[src/rtl/bsearch_pkg.sv]
// Shared types and helpers for the bsearch_ctrl binary-search engine.
// The optional probe counter is enabled by defining BSEARCH_PROBES_EN.
package bsearch_pkg;

    typedef enum logic [1:0] {
        IDLE  = 2'd0,
        PROBE = 2'd1,
        CMP   = 2'd2,
        DONE  = 2'd3
    } state_t;

    localparam logic MODE_EXACT  = 1'b0;
    localparam logic MODE_LBOUND = 1'b1;

    // Computed wide so that lo+hi never overflows; the caller truncates to ADDR_W.
    function automatic logic [31:0] calc_mid(input logic [31:0] lo, input logic [31:0] hi);
        return (lo + hi) >> 1;
    endfunction

endpackage

[src/rtl/bsearch_datapath.sv]
// Bisection datapath: latched target/mode, lo/hi bounds, probe address,
// comparator and result registers. Sequenced by bsearch_ctrl.
module bsearch_datapath
    import bsearch_pkg::*;
#(
    parameter int DATA_W = 8,
    parameter int ADDR_W = 5
) (
    input  logic              clk,
    input  logic              rst_n,
    input  logic              launch,
    input  logic              cmp_en,
    input  logic              mode_in,
    input  logic [DATA_W-1:0] target_in,
    input  logic [DATA_W-1:0] mem_rdata,
    output logic [ADDR_W-1:0] mem_addr,
    output logic              found,
    output logic [ADDR_W-1:0] result_idx,
    output logic              last_cmp
);

    localparam int              LH_W     = ADDR_W + 1;
    localparam logic [LH_W-1:0] DEPTH_M1 = LH_W'((1 << ADDR_W) - 1);

    logic [DATA_W-1:0] target_q, target_d;
    logic              mode_q, mode_d;
    logic [LH_W-1:0]   lo_q, lo_d, hi_q, hi_d;
    logic [ADDR_W-1:0] addr_q, addr_d;
    logic              found_q, found_d;
    logic [ADDR_W-1:0] idx_q, idx_d;

    logic [LH_W-1:0]   mid_ext, lo_n, hi_n;
    logic              is_eq, is_lt, hit, empty;
    logic [ADDR_W-1:0] next_mid, clamp_idx;

    always_comb begin
        mid_ext = {1'b0, addr_q};
        is_eq   = (mem_rdata == target_q);
        is_lt   = (mem_rdata < target_q);
        hit     = (mode_q == MODE_EXACT) && is_eq;
        lo_n    = lo_q;
        hi_n    = hi_q;
        if (is_lt)
            lo_n = mid_ext + LH_W'(1);
        else if (!hit)
            hi_n = mid_ext - LH_W'(1);
        // hi wrapping to all-ones means mid was 0: the range is empty.
        empty     = (hi_n == '1) || (lo_n > hi_n);
        last_cmp  = hit || empty;
        next_mid  = ADDR_W'(calc_mid(32'(lo_n), 32'(hi_n)));
        clamp_idx = lo_n[ADDR_W] ? DEPTH_M1[ADDR_W-1:0] : lo_n[ADDR_W-1:0];
    end

    always_comb begin
        target_d = target_q;
        mode_d   = mode_q;
        lo_d     = lo_q;
        hi_d     = hi_q;
        addr_d   = addr_q;
        found_d  = found_q;
        idx_d    = idx_q;
        if (launch) begin
            target_d = target_in;
            mode_d   = mode_in;
            lo_d     = '0;
            hi_d     = DEPTH_M1;
            addr_d   = ADDR_W'(calc_mid(32'd0, 32'(DEPTH_M1)));
            found_d  = 1'b0;
        end else if (cmp_en) begin
            lo_d = lo_n;
            hi_d = hi_n;
            if (hit) begin
                idx_d   = addr_q;
                found_d = 1'b1;
            end else if (empty) begin
                idx_d   = clamp_idx;
                found_d = (mode_q == MODE_LBOUND) && !lo_n[ADDR_W];
            end else begin
                addr_d = next_mid;
            end
        end
    end

    always_ff @(posedge clk or negedge rst_n) begin
        if (!rst_n) begin
            target_q <= '0;
            mode_q   <= MODE_EXACT;
            lo_q     <= '0;
            hi_q     <= '0;
            addr_q   <= '0;
            found_q  <= 1'b0;
            idx_q    <= '0;
        end else begin
            target_q <= target_d;
            mode_q   <= mode_d;
            lo_q     <= lo_d;
            hi_q     <= hi_d;
            addr_q   <= addr_d;
            found_q  <= found_d;
            idx_q    <= idx_d;
        end
    end

    assign mem_addr   = addr_q;
    assign found      = found_q;
    assign result_idx = idx_q;

endmodule

[src/rtl/bsearch_ctrl.sv]
// Binary-search engine top: FSM and RAM-latency wait counter around bsearch_datapath.
// Define BSEARCH_PROBES_EN to add the probes port counting CMP cycles per search.
module bsearch_ctrl
    import bsearch_pkg::*;
#(
    parameter int DATA_W  = 8,
    parameter int ADDR_W  = 5,
    parameter int MEM_LAT = 1
) (
    input  logic              clk,
    input  logic              reset,
    input  logic              start,
    input  logic              mode,
    input  logic [DATA_W-1:0] target,
    output logic [ADDR_W-1:0] mem_addr,
    input  logic [DATA_W-1:0] mem_rdata,
    output logic              busy,
    output logic              done,
    output logic              found,
    output logic [ADDR_W-1:0] result_idx
`ifdef BSEARCH_PROBES_EN
    ,
    output logic [$clog2(ADDR_W+2)-1:0] probes
`endif
);

    localparam int WAIT_W = (MEM_LAT > 1) ? $clog2(MEM_LAT) : 1;

    state_t            state_q, state_d;
    logic [WAIT_W-1:0] wait_q, wait_d;
    logic              wait_last, launch, cmp_en, last_cmp;

    assign wait_last = (wait_q == WAIT_W'(MEM_LAT - 1));

    always_ff @(posedge clk or negedge reset) begin
        if (!reset) begin
            state_q <= IDLE;
            wait_q  <= '0;
        end else begin
            state_q <= state_d;
            wait_q  <= wait_d;
        end
    end

    always_comb begin
        state_d = state_q;
        wait_d  = '0;
        case (state_q)
            IDLE:  if (start) state_d = PROBE;
            PROBE: begin
                if (wait_last) state_d = CMP;
                else           wait_d  = wait_q + WAIT_W'(1);
            end
            CMP:   state_d = last_cmp ? DONE : PROBE;
            DONE:  if (!start) state_d = IDLE;
            default: state_d = IDLE;
        endcase
    end

    always_comb begin
        launch = (state_q == IDLE) && start;
        cmp_en = (state_q == CMP);
        busy   = (state_q == PROBE) || (state_q == CMP);
        done   = (state_q == DONE);
    end

`ifdef BSEARCH_PROBES_EN
    logic [$clog2(ADDR_W+2)-1:0] probes_q, probes_d;

    always_comb begin
        probes_d = probes_q;
        if (launch)      probes_d = '0;
        else if (cmp_en) probes_d = probes_q + 1'b1;
    end

    always_ff @(posedge clk or negedge reset) begin
        if (!reset) probes_q <= '0;
        else        probes_q <= probes_d;
    end

    assign probes = probes_q;
`endif

    bsearch_datapath #(
        .DATA_W (DATA_W),
        .ADDR_W (ADDR_W)
    ) u_dp (
        .clk        (clk),
        .rst_n      (reset),
        .launch     (launch),
        .cmp_en     (cmp_en),
        .mode_in    (mode),
        .target_in  (target),
        .mem_rdata  (mem_rdata),
        .mem_addr   (mem_addr),
        .found      (found),
        .result_idx (result_idx),
        .last_cmp   (last_cmp)
    );

endmodule

[config.mk]
export PLATFORM = sky130hd
export DESIGN_NAME = bsearch_ctrl
export DESIGN_NICKNAME = d
export VERILOG_FILES = /design/src/rtl/bsearch_pkg.sv /design/src/rtl/bsearch_datapath.sv /design/src/rtl/bsearch_ctrl.sv
export SDC_FILE = /design/constraint.sdc
export NUM_CORES = 1
export LEC_CHECK = 0
export ABC_CLOCK_PERIOD_IN_PS = 5100
export BUFFER_PORTS_ARGS = -buffer_cell sky130_fd_sc_hd__buf_4
export CORE_AREA = 10 10 85 87
export DETAILED_ROUTE_END_ITERATION = 12
export DIE_AREA = 0 0 95 97
export PLACE_DENSITY = 0.65
export SLEW_MARGIN = 0
export SYNTH_ARGS = -nofsm -noshare
export SYNTH_HDL_FRONTEND = slang
export SYNTH_SLANG_ARGS = --single-unit
[constraint.sdc]
create_clock -name clk -period 5.1 [get_ports clk]
set_input_delay 0.765 -clock clk [delete_from_list [all_inputs] [get_ports clk]]
set_output_delay 0.765 -clock clk [all_outputs]
set_load 0.01 [all_outputs]
==> impl_metrics.toml <==
[sta]
slew_headroom_pct = 23.88
hold_viol = 0
skew_ns = 0.009500
min_period_over_period_pct = 91.55
tns_ns = 0
period_needed_ns = 4.669
setup_viol = 0
hold_ws_ns = 0.4110
maxSlewViolCount = 0
worst_pin_slew_ns = 1.142
fin_ws_ns = 0.4308
rsz0062_at_grt = "no"
fmax_mhz = 214.2

[power_and_ir_drop]
finalPower_w = 0.002236
leakage_nw = 1.385
power_density_nw_per_um2 = 773.0
ir_drop_mv = 0.3552

[routing]
routedWlPerCell_um = 15.62
num_vias = 2017
routed_wirelength_mm = 5.904
drc_errors = 0
firstDrtPassIters = 4
drtAntennaViolNets = 0
drtIter0Drc = 90
via_per_inst = 5.336

[synth]
ys.flop_type = "dfrtp_1"
synth_commonest_cells = "dfrtp_1, nand2_1, ha_1"
syn_avg_cell_area_um2 = 8.933
ys_ff_latch = 34
synthesis.instances = 272
yosysWarningCount = 0
ys_seq_area_share_pct = 35.02
synth.distinct_cells = 46
synth_edf_count = 0
postSynthNetCount = 318
async_reset_ff_share_pct = 100.0
synth_area_um2 = 2430
synth_top_cell_area_share_pct = 35.02
synth_top_area_cell = "dfrtp_1"
synthTopCellsByArea = "dfrtp_1, ha_1, nand2_1"
synth.most_common_cell = "dfrtp_1"

[final_layout]
drive_gt1_share_pct = 18.95
fillers = 530
regArea_um2 = 850.8
antenna_cells = 0
multi_input_area_um2 = 1446
final_cells = 378
fin_nets = 351
areaGrowthSynthToFinish_pct = 19.05

[cts]
clock-sinks = 34
postCtsSetupBuffers = 0
postCtsHoldBufs = 0
cts_tree = "yes"
clk_pin_slew_ns = 0.08
htreeDepth = 2
cts_resized = 0
root_buffer = "clkbuf_8"
clk_latency_ns = 0.30
clockBufferDepth = 2
numCtsBuffers = 5

[floorplanning]
die-height_um = 97
design.portCount = 33
initial_core_util_pct = 44.40
die_area_um2 = 9215
rows = 27
coreArea_um2 = 5473
fp.dieW_um = 95

[grt]
grt_pass1_wl_mm = 9.984
grt_max_degree = 35
grt_antenna_before_repair = 0
grt_usage_pct = 13.36
overflow = 0
grt_pass1_vias = 1921

[critical_path]
cp.arrival_ns = 4.82
path_cells = "buf_4 -> ha_1 -> nor2b_1 -> o21bai_1 -> a21oi_1 -> nor2_1 -> mux2_2 -> ha_1 -> nor2_1 -> or4b_2 -> a211oi_2 -> nand3_1 -> nor3_1 -> a31oi_1"
critical_path.top_delay_family = "simple AND/OR/NAND/NOR gates"
cp_slowest_cell = "nor2_1"
slowest_delay_ns = 0.62
crit_type = "in2reg"
worstSetupStartpointType = "input port"
cp.required_ns = 5.25
worstPathMaxFanout = 10
endpoint_kind = "flop"
cp.buffers_inverters = 1

[place]
dpl_worst_slack_ns = 0.1675
placed_cells = 370
gp_congestion = 0.9135
port_buffers = 32
dp.final_hpwl_mm = 4.471

[status]
status = "completed"

[hold_path]
hp-class = "in2async"

[flow_run]
maxCapViolations = 0
[layout make-up]
| cell class | instances | share of cell area, % |
|---|---|---|
| Clock buffer | 5 | 2.379 |
| Tap cell | 72 | 3.114 |
| Sequential cell | 34 | 29.41 |
| Inverter | 20 | 2.595 |
| Multi-Input combinational cell | 205 | 50.00 |
| Timing Repair Buffer | 39 | 10.12 |
| Clock inverter | 3 | 2.379 |
[final timing paths]
| check | end | slack, ns | startpoint | cells after the start |
|---|---|---|---|---|
| min | u_dp.target_q[7] | 0.41 | reset | 1 |
| min reg2reg | u_dp.target_q[0] | 0.48 | u_dp.target_q[0] | 2 |
| max in group asynchronous | u_dp.found | 4.36 | reset | 1 |
| min in group clk | u_dp.target_q[0] | 0.48 | u_dp.target_q[0] | 2 |
| max | u_dp.mem_addr[1] | 0.43 | mem_rdata[1] | 14 |
| max reg2reg | u_dp.mem_addr[1] | 0.63 | u_dp.target_q[1] | 14 |
[worst reg2reg max path: cells and delay by family (launching register included)]
family,cells,cell delay (ns)
fa+ha+maj,2,0.61
flops,1,0.36
compound gates,4,0.70
simple gates,6,2.15
buf+inv,1,0.08
mux,1,0.45
[layer usage]
layer	part of all wire, %	up-vias	GRT usage [%]
met4	1.3	0	4.119
met3	6.1	8	2.776
met5	0	-	0
met1	48	935	18.78
met2	45	51	19.75
li1	-	1023	-
[cells by family (layout without fill, tap and decap cells)]
| family | count (synthesis) | after routing | synth area share (%) |
|---|---|---|---|
| xor gates and xnor gates | 10 | 10 | 3.604 |
| adders and majority gates | 26 | 26 | 13.70 |
| AOI/OAI and AO/OA | 63 | 63 | 16.53 |
| buffers and inverters | 33 | 67 | 5.458 |
| and+or+nand+nor | 90 | 90 | 18.74 |
| muxes | 16 | 16 | 6.952 |
| DFF | 34 | 34 | 35.02 |
[where the power goes]
group          internal (W)  switching, W
registers          0.000396      0.000112
clock network      0.000196      0.000109
logic              0.000641      0.000783
[sequential cells by signal (all words and copies together) (netlist names)]
register and cells:
u_dp.found 1, state_q 2, u_dp.hi_q 6, u_dp.result_idx 5, u_dp.mem_addr 5, u_dp.mode_q 1
u_dp.lo_q 6, u_dp.target_q 8
[metrics by stage]
step	util (%)	instance area [um^2]
after detailed placement	50.34	2755
final	52.86	2893
after CTS	52.86	2893
after global routing	52.86	2893
after floorplan	-	2430
after global placement	50.34	2755
[cell usage in the layout, fill, tap and decap left out, types with 5 or more instances in the layout]
| cell | n |
|---|---|
| ha_1 | 25 |
| dfrtp_1 | 34 |
| nand3_1 | 5 |
| buf_4 | 39 |
| nor2_1 | 21 |
| o21ai_0 | 19 |
| a21oi_1 | 16 |
| xor2_1 | 5 |
| a31oi_1 | 7 |
| inv_1 | 20 |
| nor2b_1 | 5 |
| clkbuf_8 | 5 |
| mux2i_1 | 9 |
| and3_1 | 5 |
| nand2_1 | 28 |
| xnor2_1 | 5 |
| nor3_1 | 7 |
| mux2_2 | 5 |
Note: power is estimated with default switching activity, not from simulation.
